$ cat src/rtl/dca_matrix_lsu_read_scheduler.sv
// Row-load sequencer for the DCA matrix LSU: one AR burst plus one txn-info word per row, credit-limited.
// Optional DCA_LSU_SCHED_STRIDE0_REUSE_EN: a zero stride issues only row 0's AR and marks later rows skip.
module dca_matrix_lsu_read_scheduler #(
  parameter int BW_ADDR          = 32,
  parameter int MAX_NUM_AXI_DATA = 4,
  parameter int MAX_OUTSTANDING  = 4,
  parameter int BW_NUM_ROW       = 16
) (
  input  logic                  clk,
  input  logic                  rst,
  input  logic                  enable,
  input  logic                  cmd_valid,
  output logic                  cmd_ready,
  input  logic [BW_ADDR-1:0]    cmd_addr,
  input  logic [BW_ADDR-1:0]    cmd_stride,
  input  logic [BW_NUM_ROW-1:0] cmd_num_row,
  input  logic [7:0]            cmd_alen,
  output logic                  arvalid,
  input  logic                  arready,
  output logic [BW_ADDR-1:0]    araddr,
  output logic [7:0]            arlen,
  output logic                  txn_valid,
  input  logic                  txn_ready,
  output logic [BW_ADDR+9:0]    txn_info,
  input  logic                  row_done,
  output logic                  busy,
  output logic                  done
);
  localparam int CW = $clog2(MAX_OUTSTANDING + 1);
  localparam logic [CW-1:0] MAX_CNT  = CW'(MAX_OUTSTANDING);
  localparam logic [7:0]    ALEN_MAX = 8'(MAX_NUM_AXI_DATA - 1);

  typedef enum logic [1:0] {S_IDLE, S_ISSUE, S_DRAIN, S_FINISH} state_t;
  state_t state, state_nxt;

  logic [BW_ADDR-1:0]    row_addr, stride;
  logic [7:0]            alen;
  logic [BW_NUM_ROW-1:0] rows_left;
  logic [CW-1:0]         outstanding, out_nxt;
  logic row_active, ar_sent, txn_sent;
  logic accept, ar_hs, txn_hs, dec, retire, skip, last_row;

`ifdef DCA_LSU_SCHED_STRIDE0_REUSE_EN
  logic first_row;
  assign skip = (state == S_ISSUE) && (stride == '0) && !first_row;
`else
  assign skip = 1'b0;
`endif

  assign last_row = (rows_left == BW_NUM_ROW'(1));

  always_comb begin
    accept = enable && cmd_valid && cmd_ready;
    ar_hs  = enable && arvalid && arready;
    txn_hs = enable && txn_valid && txn_ready;
    dec    = enable && row_done && (outstanding != '0);
    // a row retires on the cycle its last outstanding handshake lands
    retire = enable && row_active && (ar_sent || ar_hs || skip) && (txn_sent || txn_hs);
    out_nxt = outstanding;
    case ({txn_hs, dec})
      2'b10:   out_nxt = outstanding + 1'b1;
      2'b01:   out_nxt = outstanding - 1'b1;
      default: out_nxt = outstanding;
    endcase
  end

  always_ff @(posedge clk) begin
    if (rst) state <= S_IDLE;
    else     state <= state_nxt;
  end

  always_comb begin
    state_nxt = state;
    case (state)
      S_IDLE:   if (accept) state_nxt = (cmd_num_row == '0) ? S_FINISH : S_ISSUE;
      S_ISSUE:  if (retire && last_row) state_nxt = S_DRAIN;
      S_DRAIN:  if (enable && outstanding == '0) state_nxt = S_FINISH;
      S_FINISH: if (enable) state_nxt = S_IDLE;
      default:  state_nxt = S_IDLE;
    endcase
  end

  always_comb begin
    cmd_ready = (state == S_IDLE);
    busy      = (state != S_IDLE);
    done      = (state == S_FINISH);
    arvalid   = row_active && !ar_sent && !skip;
    txn_valid = row_active && !txn_sent;
    araddr    = row_addr;
    arlen     = alen;
    txn_info  = {skip, last_row, alen, row_addr};
  end

  always_ff @(posedge clk) begin
    if (rst) begin
      row_addr    <= '0;
      stride      <= '0;
      alen        <= '0;
      rows_left   <= '0;
      outstanding <= '0;
      row_active  <= 1'b0;
      ar_sent     <= 1'b0;
      txn_sent    <= 1'b0;
`ifdef DCA_LSU_SCHED_STRIDE0_REUSE_EN
      first_row   <= 1'b0;
`endif
    end else if (enable) begin
      outstanding <= out_nxt;
      if (accept) begin
        row_addr   <= cmd_addr;
        stride     <= cmd_stride;
        alen       <= (cmd_alen > ALEN_MAX) ? ALEN_MAX : cmd_alen;
        rows_left  <= cmd_num_row;
        row_active <= (cmd_num_row != '0);
        ar_sent    <= 1'b0;
        txn_sent   <= 1'b0;
`ifdef DCA_LSU_SCHED_STRIDE0_REUSE_EN
        first_row  <= 1'b1;
`endif
      end else if (state == S_ISSUE) begin
        if (retire) begin
          row_addr   <= row_addr + stride;
          rows_left  <= rows_left - 1'b1;
          ar_sent    <= 1'b0;
          txn_sent   <= 1'b0;
          // next row's valids launch straight from this retirement when credit remains
          row_active <= !last_row && (out_nxt < MAX_CNT);
`ifdef DCA_LSU_SCHED_STRIDE0_REUSE_EN
          first_row  <= 1'b0;
`endif
        end else if (row_active) begin
          ar_sent  <= ar_sent || ar_hs;
          txn_sent <= txn_sent || txn_hs;
        end else begin
          row_active <= (out_nxt < MAX_CNT);
        end
      end
    end
  end
endmodule

$ cat config.mk
export PLATFORM = sky130hd
export DESIGN_NAME = dca_matrix_lsu_read_scheduler
export DESIGN_NICKNAME = d
export VERILOG_FILES = /design/src/rtl/dca_matrix_lsu_read_scheduler.sv
export SDC_FILE = /design/constraint.sdc
export NUM_CORES = 1
export LEC_CHECK = 0
export CAP_MARGIN = 20
export CORE_UTILIZATION = 30
export CTS_CLUSTER_DIAMETER = 60
export DETAILED_ROUTE_END_ITERATION = 7
export PLACE_DENSITY_LB_ADDON = 0.08
export SYNTH_ARGS = -nofsm -noshare
export SYNTH_HDL_FRONTEND = slang
export SYNTH_SLANG_ARGS = --single-unit
$ cat constraint.sdc
create_clock -name clk -period 2.7 [get_ports clk]
set_input_delay 0.54 -clock clk [delete_from_list [all_inputs] [get_ports clk]]
set_output_delay 0.54 -clock clk [all_outputs]
set_load 0.02 [all_outputs]
==> Word level (Yosys, flattened, before mapping) <==
Cells that the tools add are included.
{ "word_totals": {"ff_bits": 96, "in_bits": 95, "word_cells": 86} }
{ "op_classes": {"n_addsub": 4, "n_lt_le_gt_ge": 2, "eq_ne": 10, "n_mux": 26, "reduce_logical": 35} }
{ "ops": {"columns": ["operator", "count"], "rows": [
  ["32-bit two-way mux", 3],
  ["16-bit two-way mux", 3],
  ["32-bit adder", 1],
  ["16-bit by 1-bit equality test with 1-bit output, second input constant", 1],
  ["1-bit logical AND", 16],
  ["16-bit logical NOT", 1],
  ["16-bit nonzero test", 1],
  ["16-bit by 1-bit subtractor with 16-bit output, second input constant", 1],
  ["1-bit two-way mux", 12],
  ["2-bit two-way mux", 5],
  ["8-bit by 2-bit > comparator with 1-bit output, second input constant", 1],
  ["8-bit two-way mux", 1],
  ["2-bit case mux with 4 select lines", 1],
  ["2-bit equality test, second input constant", 3],
  ["2-bit != test, second input constant", 3],
  ["3-bit case mux with 2 select lines", 1],
  ["3-bit AND reduction", 2],
  ["2-bit nonzero test", 3],
  ["3-bit nonzero test", 2],
  ["2-bit by 1-bit equality test with 1-bit output, second input constant", 2],
  ["2-bit AND reduction", 2],
  ["4-bit AND reduction", 1],
  ["3-bit by 1-bit adder with 3-bit output, second input constant", 1],
  ["1-bit logical NOT", 3],
  ["other kinds (6)", 7]
]} }

==> Logic depth before layout (Yosys ltp) <==
{ "depth": {"word_depth": 11, "mapped_depth": 11} }

==> Worst setup path before layout <==
OpenSTA, ideal clock, no wires.
{ "synth_path": {"path_type": "register to register", "from": "reg row_addr[0], in the netlist araddr[0]", "to": "reg row_addr[24], in the netlist araddr[24]", "arrival_time_ns": 2.593, "required_time_ns": 2.586, "path_slack_ns": -0.007, "stages_incl_launch_ff": 11, "period_less_slack_ns": 2.707, "path_cell_list": "dfxtp_1 > ha_1 > fa_1 > a21oi_1 > o21ai_1 > o211ai_2 > o21ai_1 > a31o_2 > a311oi_1 > xor2_1 > a2111oi_0"} }
{ "synth_via": {"elab_chain_cells": 4} }
{ "synth_lines": {"columns": ["element", "line", "text"], "rows": [
  ["from (decl)", "36", "logic [BW_ADDR-1:0] row_addr, stride;"],
  ["from (signal assigned)", "110", "row_addr <= cmd_addr;"],
  ["from (signal assigned)", "122", "row_addr <= row_addr + stride;"],
  ["32-bit adder", "122", null],
  ["32-bit two-way mux", "121", "if (retire) begin"],
  ["32-bit two-way mux", "120", "end else if (state == S_ISSUE) begin"],
  ["32-bit two-way mux", "109", "if (accept) begin"]
]} }
Every way passes these cells. The select of a mux whose other input is x is not followed.
A chain may end at the register's enable or synchronous reset.

==> Worst setup path in the final report <==
{ "layout_path": {"from": "reg rows_left[7]", "to": "out txn_info[40]"} }
{ "layout_via": {"elab_chain_cells": 1} }
{ "layout_lines": {"columns": ["element", "line", "text"], "rows": [
  ["from (decl)", "38", "logic [BW_NUM_ROW-1:0] rows_left;"],
  ["from (signal assigned)", "113", "rows_left <= cmd_num_row;"],
  ["from (signal assigned)", "123", "rows_left <= rows_left - 1'b1;"],
  ["16-bit by 1-bit equality test with 1-bit output", "50", "assign last_row = (rows_left == BW_NUM_ROW'(1));"],
  ["to (decl)", "24", "output logic [BW_ADDR+9:0] txn_info,"]
]} }
Every way passes these cells.

==> flow_metrics.py <==
metrics = {
    "sta": {
        "max_freq_ghz": 0.383,
        "hold_violations": 0,
        "clock_skew_ns": 0.00914,
        "maxSlewViolCount": 0,
        "finalSetupViolCount": 0,
        "setup_tns_ns": 0,
        "fin_crit_ns": 2.61,
        "finalCritPeriodShare": 0.966,
        "rsz0062_at_grt": "no",
    },
    "pwr": {
        "p_per_area_nw_per_um2": 650,
        "peakVddDrop_uv": 277,
        "leakagePower_nw": 3.37,
    },
    "clock_network": {
        "cts_max_level": 3,
        "clock_latency_ns": 0.36,
        "clk_pin_slew_ns": 0.07,
        "cts_made_buffers": 9,
        "cts_root_buf": "clkbuf_16",
        "cts.path.max_buffers": 2,
        "cts_tree": "done",
        "clkSinkCount": 96,
    },
    "cells_and_area": {
        "drive_gt1_frac": 0.104,
        "area_growth_pct": 41.7,
        "n_antenna_cell": 0,
        "layout.nets": 1093,
        "final_cells": 1228,
        "final_core_util": 0.438,
    },
    "critical_path": {
        "cp_max_fo": 3,
        "required_ns": 2.16,
        "slowest_stage": "or4_4",
        "critPathMaxStageDelay_ns": 0.46,
        "r2r-start": "araddr[0]$_SDFFE_PP0P_",
        "rrSetupSlack_ns": 0.12,
        "reg2regPathDepth": 10,
        "crit_path_start": "rows_left[7]$_SDFFE_PP0P_",
        "crit_path_start_kind": "flop",
        "r2r-end": "araddr[24]$_SDFFE_PP0P_",
        "crit_arrival_ns": 2.07,
        "cp_cell_sequence": "or3_4 -> or4_4 -> nor3_4 -> and4b_1 -> buf_2",
        "critPathTopFamily": "simple AND/OR/NAND/NOR gates",
        "end_kind": "primary output",
        "crit_buf_inv": 1,
        "criticalPathCategory": "reg2out",
    },
    "global_routing": {
        "use_met3": 0.0308,
        "grt.busiest_layer": "met2",
        "met1_usage": 0.230,
        "grt_max_degree": 55,
        "grt_antenna_before_repair": 0,
        "grt_pass1_vias": 5661,
        "grt_use_total": 0.178,
        "grt_first_pass_wirelength_mm": 28.8,
        "overflow": 0,
        "grtUsageMet2": 0.300,
    },
    "yosys": {
        "synth_warnings": 0,
        "syn_area_um2": 6100,
        "synth-edff-count": 0,
        "netlist-cell-type-count": 61,
        "synth_nets": 933,
        "ys_seq_area_frac": 0.315,
        "ys_ff_latch": 96,
        "synthArstFlopShare": 0,
        "synthFlopType": "dfxtp_1",
        "syn_inst": 798,
        "syn_area_per_cell_um2": 7.65,
    },
    "route": {
        "vias": 5930,
        "post_drt_wl_per_cell_um": 15.1,
        "viasPerCell": 4.83,
        "drcViolationCount": 0,
        "drtAntennaViolNets": 0,
        "drt_pass1_iterations": 4,
        "first_iter_violations": 202,
        "wirelength_mm": 18.5,
    },
    "hold_path": {
        "holdPathEnd": "stride[27]$_SDFFE_PP0P_",
        "min_from": "stride[27]$_SDFFE_PP0P_",
        "min_path_type": "reg2reg",
        "hold_depth": 2,
    },
    "floorplanning": {
        "fp.dieArea_um2": 20900,
        "placementRows": 51,
        "core_um2": 19700,
        "chipWidth_um": 145,
        "die_h_um": 145,
        "start_util": 0.310,
        "ios": 182,
    },
    "place": {
        "dp.cells": 1211,
        "finalWeightedCongestion": 0.820,
        "portBuffers": 180,
        "post-dp-hpwl_mm": 13.9,
    },
    "outcome": {
        "status": "complete, no violations",
    },
    "flow_run": {
        "cap_viol_max_count": 0,
    },
}
## cell usage after synthesis (3+ instances only)
library cell,count,area share
nand4_1,7,0.0072
and3_1,10,0.010
a311oi_1,15,0.022
o211ai_1,6,0.0074
ha_1,38,0.078
and2_1,8,0.0082
dfxtp_1,96,0.31
nand2_1,140,0.086
buf_1,7,0.0043
a21o_1,12,0.015
nor2b_1,10,0.010
a41oi_1,3,0.0043
o21ai_0,20,0.016
buf_4,42,0.052
a211oi_1,30,0.037
a21oi_1,84,0.069
or3_1,3,0.0031
nor2_1,79,0.049
nor3_1,13,0.011
o21ai_1,6,0.0049
xor2_1,15,0.022
o21bai_1,4,0.0049
nor4_1,9,0.0092
mux2i_1,4,0.0066
nand3_1,12,0.0098
xnor2_1,27,0.039
and2b_1,3,0.0037
inv_1,13,0.0080
clkbuf_1,40,0.025
a31oi_1,5,0.0051
## worst reg2reg max path, stage by stage, from the launching register on
cell and delay [ns]:
dfxtp_1 0.32, ha_2 0.21, fa_2 0.39, a21oi_4 0.15, o21ai_2 0.08, o211ai_2 0.22, o21ai_2 0.09, a31o_2 0.27
a311oi_2 0.26, xor2_1 0.11, a2111oi_0 0.37
## cells in the final DEF, fill, tap and decap left out, drive strengths merged, types with 4 or more instances in the layout
| cell | count |
|---|---|
| clkdlybuf4s50 | 178 |
| nand2 | 141 |
| dfxtp | 96 |
| a21oi | 84 |
| nor2 | 80 |
| buf | 60 |
| ha | 38 |
| a211oi | 30 |
| xnor2 | 27 |
| o21ai | 26 |
| a311oi | 16 |
| xor2 | 15 |
| nor3 | 14 |
| inv | 13 |
| a21o | 12 |
| nand3 | 12 |
| nor2b | 10 |
| and3 | 10 |
| nor4 | 9 |
| clkbuf | 9 |
| and2 | 8 |
| nand4 | 7 |
| o211ai | 7 |
| a31oi | 5 |
| mux2i | 4 |
| o21bai | 4 |
| or3 | 4 |
## logic make-up after synthesis
| logic type | count (synthesis) | synth area share |
|---|---|---|
| simple gates | 310 | 0.229 |
| compound gates | 203 | 0.215 |
| buf+inv | 102 | 0.0886 |
| flops | 96 | 0.315 |
| xor+xnor | 42 | 0.0603 |
| fa+ha+maj | 40 | 0.0845 |
| mux | 4 | 0.00656 |
| other cells | 1 | 0.000614 |
## metrics by stage
step	setup WS (ns)	power, mW	hold slack (ns)	area [um2]
6_report	0.0912	5.62	0.461	8650
5_1_grt	0.0103	5.98	0.482	8650
4_1_cts	0.0308	5.68	0.463	8590
3_5_place_dp	-0.138	4.15	0.453	8250
3_3_place_gp	-0.104	4.15	0.449	8250
2_1_floorplan	0.0377	3.26	0.440	6110
## sequential cells by signal, indices dropped and copies added, names as in the netlist, 2 cells and up
name	count
araddr	32
stride	32
rows_left	16
arlen	8
outstanding	3
state	2
## how the worst max path moves through the flow
stage                         endpoint  slack (ns)  cells past startpoint
2_1_floorplan  araddr[24]$_SDFFE_PP0P_        0.04                     10
3_3_place_gp   row_active$_SDFFE_PP0P_       -0.10                     11
3_5_place_dp   row_active$_SDFFE_PP0P_       -0.14                     11
4_1_cts        araddr[27]$_SDFFE_PP0P_        0.03                      9
5_1_grt                   txn_info[40]        0.01                      5
6_report                  txn_info[40]        0.09                      5
## final cells by class
type	count	area (um2)
Clock buffer	9	225
Clock inverter	7	120
Fill cell	1975	11100
Inverter	13	48.8
Multi-Input combinational cell	600	3720
Sequential cell	96	1920
Tap cell	265	332
Timing Repair Buffer	238	2280
## what timing repair did
| item | in CTS | in global routing |
|---|---|---|
| hold buffers | 0 | 0 |
| setup endpoints to repair | 3 | 6 |
| pin swaps | 2 | 6 |
| gates resized for setup | 6 | 10 |
| cloned | 0 | 0 |
| buffers inserted | 0 | 1 |
## report_power, final
part | switching [mW] | leakage, nW | internal [mW]
logic | 1.23 | 2.42 | 1.08
clock network | 0.594 | 0.166 | 0.908
registers | 0.188 | 0.784 | 1.62
total | 2.01 | 3.37 | 3.61
## layer usage
layer / vias up / wire, um / part of all wire
met2: 140 / 8760 / 0.47
met3: 11 / 755 / 0.041
met1: 2703 / 8780 / 0.47
li1: 3076 / - / -
met5: - / 0 / 0
met4: 0 / 193 / 0.010
Note: power is estimated with default switching activity, not from simulation.
